[config.mk]
export PLATFORM = sky130hd
export DESIGN_NAME = atomik_event_packer
export DESIGN_NICKNAME = d
export VERILOG_FILES = /design/src/rtl/atomik_pkg.sv /design/src/rtl/atomik_event_packer.sv
export SDC_FILE = /design/constraint.sdc
export NUM_CORES = 1
export LEC_CHECK = 0
export CAP_MARGIN = 20
export CORE_MARGIN = 8
export CORE_UTILIZATION = 40
export CTS_CLUSTER_SIZE = 14
export DETAILED_ROUTE_END_ITERATION = 8
export HOLD_SLACK_MARGIN = 0.06
export MAX_ROUTING_LAYER = met4
export PLACE_DENSITY = 0.65
export SLEW_MARGIN = 20
export SYNTH_ARGS = -nofsm -noshare
export SYNTH_HDL_FRONTEND = slang
export SYNTH_SLANG_ARGS = --single-unit
[constraint.sdc]
create_clock -name clk -period 2.88 [get_ports clk]
set_input_delay 0.576 -clock clk [delete_from_list [all_inputs] [get_ports clk]]
set_output_delay 0.576 -clock clk [all_outputs]
set_load 0.02 [all_outputs]
[src/rtl/atomik_pkg.sv]
// Shared definitions for the ATOMIK event packer: state encoding, frame constants, FLAGS layout.
package atomik_pkg;

  typedef enum logic [2:0] {
    ST_IDLE  = 3'd0,
    ST_SYNC  = 3'd1,
    ST_FLAGS = 3'd2,
    ST_AHI   = 3'd3,
    ST_ALO   = 3'd4,
    ST_CSUM  = 3'd5
  } pk_state_t;

  localparam logic [7:0] SYNC_BYTE_DEFAULT = 8'hA5;

  localparam int FLG_DELTA     = 7;
  localparam int FLG_FIRST     = 6;
  localparam int FLG_DROP      = 5;
  localparam int FLG_ZERO      = 4;
  localparam int FLG_DVAL_LSB  = 0;

  localparam int FRAME_LEN_BASE = 4;
  localparam int FRAME_LEN_CSUM = 5;

  typedef struct packed {
    logic [7:0]  flags;
    logic [15:0] addr;
  } ev_hold_t;

  function automatic logic [7:0] pack_flags(input logic delta, input logic first_touch,
                                            input logic drop_invalid, input logic is_zero,
                                            input logic [3:0] delta_val);
    logic [7:0] f;
    f = '0;
    f[FLG_DELTA]               = delta;
    f[FLG_FIRST]               = first_touch;
    f[FLG_DROP]                = drop_invalid;
    f[FLG_ZERO]                = is_zero;
    f[FLG_DVAL_LSB +: 4]       = delta_val;
    return f;
  endfunction

endpackage

[src/rtl/atomik_event_packer.sv]
// Packs one event per handshake into a SYNC/FLAGS/AHI/ALO[/CSUM] byte frame; SYNC appears the cycle after capture, bytes hold under tx_ready=0.
// ATOMIK_PACKER_CHECKSUM_EN adds the trailing CSUM byte; ev_ready is combinational from tx_ready in the last byte.
module atomik_event_packer
  import atomik_pkg::*;
#(
  parameter int         ADDR_W    = 10,
  parameter logic [7:0] SYNC_BYTE = SYNC_BYTE_DEFAULT
) (
  input  logic              clk,
  input  logic              rst_n,
  input  logic              ev_valid,
  output logic              ev_ready,
  input  logic              ev_delta,
  input  logic              ev_first_touch,
  input  logic              ev_drop_invalid,
  input  logic              ev_is_zero,
  input  logic [ADDR_W-1:0] ev_addr,
  input  logic [3:0]        ev_delta_val,
  output logic              tx_valid,
  input  logic              tx_ready,
  output logic [7:0]        tx_data,
  output logic              busy,
  output logic [31:0]       cnt_frames,
  output logic [31:0]       cnt_tx_stalls
);

`ifdef ATOMIK_PACKER_CHECKSUM_EN
  localparam pk_state_t LAST_ST = ST_CSUM;
`else
  localparam pk_state_t LAST_ST = ST_ALO;
`endif

  pk_state_t   state_q, state_d;
  ev_hold_t    hold_q, hold_d;
  logic        tx_valid_q;
  logic [7:0]  tx_data_q, tx_data_d;
  logic [31:0] cnt_frames_q, cnt_tx_stalls_q;

  logic tx_hs, in_last, capture;

  function automatic logic [7:0] frame_byte(input pk_state_t st, input ev_hold_t h);
    logic [7:0] b;
    b = 8'h00;
    case (st)
      ST_SYNC:  b = SYNC_BYTE;
      ST_FLAGS: b = h.flags;
      ST_AHI:   b = h.addr[15:8];
      ST_ALO:   b = h.addr[7:0];
`ifdef ATOMIK_PACKER_CHECKSUM_EN
      ST_CSUM:  b = h.flags ^ h.addr[15:8] ^ h.addr[7:0];
`endif
      default:  b = 8'h00;
    endcase
    return b;
  endfunction

  assign tx_hs    = tx_valid_q && tx_ready;
  assign in_last  = (state_q == LAST_ST);
  assign ev_ready = (state_q == ST_IDLE) || (in_last && tx_ready);
  assign capture  = ev_valid && ev_ready;

  always_comb begin
    state_d = state_q;
    hold_d  = hold_q;
    if (capture) begin
      // Capture wins over the last-byte advance so back-to-back frames have no bubble.
      hold_d.flags = pack_flags(ev_delta, ev_first_touch, ev_drop_invalid, ev_is_zero, ev_delta_val);
      hold_d.addr  = 16'(ev_addr);
      state_d      = ST_SYNC;
    end else if (tx_hs) begin
      case (state_q)
        ST_SYNC:  state_d = ST_FLAGS;
        ST_FLAGS: state_d = ST_AHI;
        ST_AHI:   state_d = ST_ALO;
`ifdef ATOMIK_PACKER_CHECKSUM_EN
        ST_ALO:   state_d = ST_CSUM;
        ST_CSUM:  state_d = ST_IDLE;
`else
        ST_ALO:   state_d = ST_IDLE;
`endif
        default:  state_d = ST_IDLE;
      endcase
    end
    tx_data_d = frame_byte(state_d, hold_d);
  end

  always_ff @(posedge clk) begin
    if (!rst_n) begin
      state_q         <= ST_IDLE;
      hold_q          <= '0;
      tx_valid_q      <= 1'b0;
      tx_data_q       <= 8'h00;
      cnt_frames_q    <= '0;
      cnt_tx_stalls_q <= '0;
    end else begin
      state_q    <= state_d;
      hold_q     <= hold_d;
      tx_valid_q <= (state_d != ST_IDLE);
      tx_data_q  <= tx_data_d;
      if (tx_hs && in_last)
        cnt_frames_q <= cnt_frames_q + 32'd1;
      if (tx_valid_q && !tx_ready)
        cnt_tx_stalls_q <= cnt_tx_stalls_q + 32'd1;
    end
  end

  assign tx_valid      = tx_valid_q;
  assign busy          = tx_valid_q;
  assign tx_data       = tx_data_q;
  assign cnt_frames    = cnt_frames_q;
  assign cnt_tx_stalls = cnt_tx_stalls_q;

endmodule

==> impl_metrics.py, run 1 <==
metrics = {
    "drt": {
        "viasPerCell": 5.705,
        "drt_iter0_markers": 265,
        "wire_per_inst_um": 15.62,
        "antenna_left": 0,
        "drc": 0,
        "drtPass1Iterations": 6,
        "drt-total-wl_um": 12210,
        "vias": 4461,
    },
    "worst_setup_path": {
        "crit_family": "buffers and inverters",
        "reg2reg_from": "busy$_SDFF_PN0_",
        "cpMostUsedCell": "clkdlybuf4s50_1",
        "critical_path_class": "primary input to primary output",
        "timing.rr.end": "cnt_tx_stalls[18]$_SDFFE_PN0P_",
        "cp_slowest_cell": "clkdlybuf4s50_1",
        "required_ps": 2300,
        "arrival_ps": 2150,
        "crit_chain": "clkdlybuf4s50_1 -> nand2b_1 -> and2_1 -> clkdlybuf4s50_1",
        "reg2reg_slack_ps": 610,
        "critPathLaunchType": "primary input",
        "end_kind": "primary output",
        "cp_max_fo": 7,
        "worst-path-buf-inv": 2,
        "r2r_cells": 4,
        "cp_slowest_stage_delay_ps": 630,
    },
    "grt": {
        "gr-total-overflow": 0,
        "grt_pass1_wl_um": 19650,
        "grt_util_all_layers_pct": 16.14,
        "antenna_found_initial": 0,
        "grt_pass1_vias": 4181,
        "grt_max_degree": 44,
    },
    "synth": {
        "ys.flop_type": "dfxtp_1",
        "yosysSeqAreaShare_pct": 43.48,
        "netlist_top_cells_area": "dfxtp_1, a21oi_1, nand2_1",
        "syn_inst": 551,
        "synth_nets": 575,
        "synth_area_leader_cell": "dfxtp_1",
        "synth_seq_cells": 100,
        "syn_area_per_cell_um2": 8.356,
        "syn_area_um2": 4604,
        "synth_warnings": 0,
        "synth_edf_count": 0,
        "synth_cell_type_count": 51,
        "synthArstFlopShare_pct": 0,
        "yosysTopAreaCellShare_pct": 43.48,
    },
    "place": {
        "place_hpwl_um": 8682,
        "gp_congestion": 0.8427,
        "port_buffers": 96,
    },
    "clocking": {
        "cts_tree": "built",
        "numCtsBuffers": 9,
        "clock_path_buffers": 2,
        "cts_resized": 0,
        "cts.sinks": 100,
        "clkTransAtPathRegs_ps": 70,
        "clock_tree.root_cell": "clkbuf_16",
        "clock_latency_ps": 340,
        "ctsHtreeMaxLevel": 3,
        "hold_buffers": 0,
        "cts_setup_buffers": 0,
    },
    "sta": {
        "fin_crit_sh_pct": 94.73,
        "fmax_mhz": 366.5,
        "fin_setup_tns_ps": 0,
        "fin_crit_ps": 2728,
        "skew_ps": 6.625,
        "worst_pin_slew_ps": 530.3,
        "rsz0062_at_grt": "no",
        "setup_violations": 0,
        "hold_violations": 0,
        "final_max_slew_viol_count": 0,
        "slew_headroom_pct": 64.54,
    },
    "finish": {
        "fin_util_pct": 53.01,
        "layout_common_cells": "dfxtp_1, clkdlybuf4s50_1, a21oi_1",
        "final_nets": 658,
        "multi_input_area_um2": 2394,
        "layout_commonest_cell": "dfxtp_1",
        "seq_area_um2": 2002,
        "area_delta_synth_final_pct": 30.33,
        "n_fill_cell": 1096,
        "drive_gt1_share_pct": 6.416,
        "insertedDiodeCount": 0,
    },
    "floorplanning": {
        "die_width_um": 123.3,
        "ios": 97,
        "dieArea_um2": 15200,
        "start_util_pct": 40.67,
        "design.core.area_um2": 11320,
        "fp.dieH_um": 123.3,
        "rows": 39,
    },
    "hold_path": {
        "min_to": "hold_q[17]$_SDFF_PN0_",
        "hold_depth": 2,
        "hp-class": "flop to flop",
        "min_from": "hold_q[17]$_SDFF_PN0_",
    },
    "pwr": {
        "power_density_nw_per_um2": 500.2,
        "peakVddDrop_mv": 0.3135,
        "p_leak_nw": 1.884,
    },
    "flow_run": {
        "max_cap_viol_count": 0,
    },
    "outcome": {
        "status": "finished, final reports clean",
    },
}
==> per-layer routing <==
metal	wire, µm	vias to the layer above	global-route usage (%)
met5	0	-	-
met4	105	0	4.590
met3	593	7	3.653
met2	5788	101	26.33
met1	5725	2134	19.60
li1	-	2219	-
==> state kept, by name, summed over array words and instances (netlist names) <==
name	count
cnt_frames	32
cnt_tx_stalls	32
hold_q	24
tx_data	8
state_q	3
busy	1
==> tightest hold or removal path, delay by kind of cell (launching register included) <==
kind,cells,cell delay (ps)
flip-flops,1,310
AO/OA/AOI/OAI,1,50
AND/OR/NAND/NOR,1,50
==> logic make-up after synthesis <==
kind of cell / share of synthesized area [%]
AOI/OAI and AO/OA: 19.32
xor gates and xnor gates: 3.044
adders and majority gates: 0.5434
buffers and inverters: 4.538
DFF: 43.48
muxes: 1.386
and+or+nand+nor: 27.69
==> through the flow <==
stage / hold slack [ps] / cells / setup WS, ps / cell area [µm²] / power, mW
after global placement: 443.8 / 766 / 152.6 / 5693 / 1.774
after detailed placement: 449.6 / 766 / 95.26 / 5693 / 1.779
after global routing: 486.5 / 782 / 120.9 / 6001 / 3.113
after CTS: 459.9 / 782 / 148.5 / 6001 / 3.027
after floorplan: 430.4 / 551 / 837.8 / 4604 / 1.656
final: 459.1 / 782 / 151.7 / 6001 / 3.002
==> cell type report <==
cell class              count  share of cell area (%)
clock buffers               9                   3.753
clock inverters             7                   1.376
inverters                  14                  0.8757
multi-input cells         399                   39.89
flip-flops and latches    100                   33.36
well taps                 143                   2.982
repair buffers            110                   17.76
==> synthesized netlist by cell type, types with 2 or more instances <==
| cell type | count |
|---|---|
| o21a_1 | 4 |
| nor2_1 | 21 |
| buf_2 | 2 |
| nor4_1 | 3 |
| nand2_1 | 60 |
| nand4_1 | 20 |
| ha_1 | 2 |
| xor2_1 | 7 |
| o211a_1 | 2 |
| nand3b_1 | 2 |
| and4_1 | 8 |
| a31oi_1 | 2 |
| nand2b_1 | 7 |
| or4_1 | 30 |
| a32o_1 | 2 |
| a221oi_1 | 2 |
| and2_1 | 4 |
| dfxtp_1 | 100 |
| mux2i_1 | 3 |
| o21ai_0 | 18 |
| mux2_2 | 3 |
| and3_1 | 11 |
| a32oi_1 | 4 |
| nor2b_1 | 2 |
| nor3_1 | 6 |
| or3_1 | 18 |
| nand3_1 | 28 |
| a21oi_1 | 75 |
| clkbuf_1 | 34 |
| nand4b_1 | 3 |
| o31ai_1 | 28 |
| inv_1 | 12 |
| xnor2_1 | 9 |
| or4_4 | 2 |
==> worst max path at each step <==
stage	slack, ps	end	startpoint	cells past startpoint
floorplan	840	cnt_tx_stalls[30]$_SDFFE_PN0P_	cnt_tx_stalls[0]$_SDFFE_PN0P_	6
global placement	150	cnt_tx_stalls[22]$_SDFFE_PN0P_	tx_ready	5
detailed placement	100	cnt_tx_stalls[18]$_SDFFE_PN0P_	tx_ready	5
CTS	150	ev_ready	tx_ready	4
global route	120	ev_ready	tx_ready	4
finish	150	ev_ready	tx_ready	4
==> power breakdown <==
group | leakage (nW) | internal, mW | switching [mW] | total (mW)
Sequential | 0.809 | 1.42 | 0.0350 | 1.45
Combinational | 0.930 | 0.130 | 0.167 | 0.297
Clock | 0.145 | 0.688 | 0.564 | 1.25
No activity file was read; power rests on OpenSTA's default activity.
==> inputs of run 2 (changes only) <==
--- a/config.mk
+++ b/config.mk
@@ -5,7 +5,6 @@
 export SDC_FILE = /design/constraint.sdc
 export NUM_CORES = 1
 export LEC_CHECK = 0
-export CAP_MARGIN = 20
 export CORE_MARGIN = 8
 export CORE_UTILIZATION = 40
 export CTS_CLUSTER_SIZE = 14
==> results of run 2 <==
Final layout, timing and power as in run 1 (identical DEF).
==> inputs of run 3 (changes only) <==
--- a/config.mk
+++ b/config.mk
@@ -6,12 +6,13 @@
 export NUM_CORES = 1
 export LEC_CHECK = 0
 export CORE_MARGIN = 8
-export CORE_UTILIZATION = 40
+export CORE_UTILIZATION = 55
 export CTS_CLUSTER_SIZE = 14
 export DETAILED_ROUTE_END_ITERATION = 8
 export HOLD_SLACK_MARGIN = 0.06
 export MAX_ROUTING_LAYER = met4
-export PLACE_DENSITY = 0.65
+export PLACE_DENSITY = 0.85
+export SETUP_SLACK_MARGIN = 0.3
 export SLEW_MARGIN = 20
 export SYNTH_ARGS = -nofsm -noshare
 export SYNTH_HDL_FRONTEND = slang
==> impl_metrics.py, run 3 (synthesis results as in run 1) <==
metrics = {
    "outcome": {
        "status": "finished, final reports clean",
    },
    "clocking": {
        "ctsHtreeMaxLevel": 3,
        "cts_tree": "built",
        "cts_resized": 1,
        "cts_setup_buffers": 0,
        "numCtsBuffers": 9,
        "clock_tree.root_cell": "clkbuf_8",
        "clock_path_buffers": 2,
        "clock_latency_ps": 350,
        "clkTransAtPathRegs_ps": 90,
        "cts.sinks": 100,
        "hold_buffers": 0,
    },
    "drt": {
        "drc": 0,
        "drt-total-wl_um": 11600,
        "antenna_left": 0,
        "viasPerCell": 6.052,
        "wire_per_inst_um": 15.59,
        "drt_iter0_markers": 236,
        "vias": 4503,
        "drtPass1Iterations": 5,
    },
    "worst_setup_path": {
        "end_kind": "primary output",
        "required_ps": 2300,
        "worst-path-buf-inv": 2,
        "cp_max_fo": 6,
        "setup.worst_path.start": "tx_ready",
        "cp_slowest_cell": "clkdlybuf4s50_1",
        "crit_family": "buffers and inverters",
        "critPathLaunchType": "primary input",
        "arrival_ps": 1840,
        "crit_chain": "clkdlybuf4s50_1 -> nand2b_1 -> and2_1 -> dlygate4sd2_1",
        "cp_slowest_stage_delay_ps": 550,
        "critical_path_class": "primary input to primary output",
        "reg2reg_from": "busy$_SDFF_PN0_",
    },
    "floorplanning": {
        "ios": 97,
        "start_util_pct": 56.32,
        "rows": 33,
        "dieArea_um2": 11560,
        "design.core.area_um2": 8175,
        "fp.dieH_um": 107.5,
        "die_width_um": 107.5,
    },
    "hold_path": {
        "hp-class": "flop to flop",
        "min_from": "hold_q[17]$_SDFF_PN0_",
    },
    "grt": {
        "gr-total-overflow": 0,
        "antenna_found_initial": 0,
        "grt_util_all_layers_pct": 20.25,
        "grt_pass1_vias": 4287,
        "grt_max_degree": 57,
        "grt_pass1_wl_um": 19400,
    },
    "pwr": {
        "power_density_nw_per_um2": 441.7,
        "p_leak_nw": 1.829,
        "peakVddDrop_mv": 0.3224,
    },
    "finish": {
        "final_nets": 658,
        "stdcell_area_um2": 5821,
        "fin_cells": 744,
        "layout_commonest_cell": "dfxtp_1",
        "area_delta_synth_final_pct": 26.41,
        "drive_gt1_share_pct": 6.260,
        "layout_common_cells": "dfxtp_1, clkdlybuf4s50_1, a21oi_1",
        "insertedDiodeCount": 0,
    },
    "place": {
        "gp_congestion": 0.8928,
        "place_area_um2": 5645,
        "port_buffers": 96,
        "dp_cells": 728,
        "place_hpwl_um": 8191,
    },
    "sta": {
        "fmax_mhz": 414.7,
        "setup_violations": 0,
        "worst_pin_slew_ps": 599.2,
        "skew_ps": 8.487,
        "fin_crit_sh_pct": 83.74,
        "fin_setup_tns_ps": 0,
        "hold_violations": 0,
        "slew_headroom_pct": 60.06,
        "rsz0062_at_grt": "no",
        "final_max_slew_viol_count": 0,
        "fin_crit_ps": 2412,
    },
    "flow_run": {
        "max_cap_viol_count": 0,
    },
}
==> run 3: stage by stage <==
stage / setup WS, ps / power (mW) / util (%) / hold slack (ps)
after floorplan: 837.8 / 1.656 / - / 430.4
after global placement: 201.6 / 1.767 / 69.05 / 443.7
after detailed placement: 161.2 / 1.776 / 69.05 / 447.0
after CTS: 472.3 / 2.582 / 71.20 / 460.5
after global routing: 439.8 / 2.672 / 71.20 / 484.6
final: 468.4 / 2.571 / 71.20 / 457.6
==> run 3: metal layers <==
metal	vias up	share of wire, %	GRT usage [%]
li1	2219	-	-
met1	2113	43	23.68
met2	157	49	33.77
met3	14	6.8	4.611
met4	0	0.98	6.145
met5	-	0	-
==> run 3: where the power goes <==
part / switching, mW / internal (mW) / total [mW]
Clock: 0.482 / 0.342 / 0.824
Combinational: 0.166 / 0.128 / 0.294
Sequential: 0.0353 / 1.42 / 1.45
==> run 3: final cells by class <==
type / instances / area, µm²
repair buffers: 110 / 1065
flip-flops and latches: 100 / 2002
clock buffers: 11 / 141.4
clock inverters: 5 / 35.03
well taps: 105 / 131.4
inverters: 14 / 52.55
multi-input cells: 399 / 2394
fillers: 646 / 2355
==> run 3: worst paths after layout <==
path	end	slack, ps	depth (start not counted)
hold reg to reg	hold_q[17]$_SDFF_PN0_	460	2
setup reg to reg	cnt_tx_stalls[20]$_SDFFE_PN0P_	600	4
setup / recovery	ev_ready	470	4
hold / removal	hold_q[17]$_SDFF_PN0_	460	2
==> run 3: worst register-to-register path, stage by stage (launching register included) <==
cell	delay, ps
dfxtp_1	660
nand3b_1	240
or4_1	710
or4_1	470
a21oi_1	150
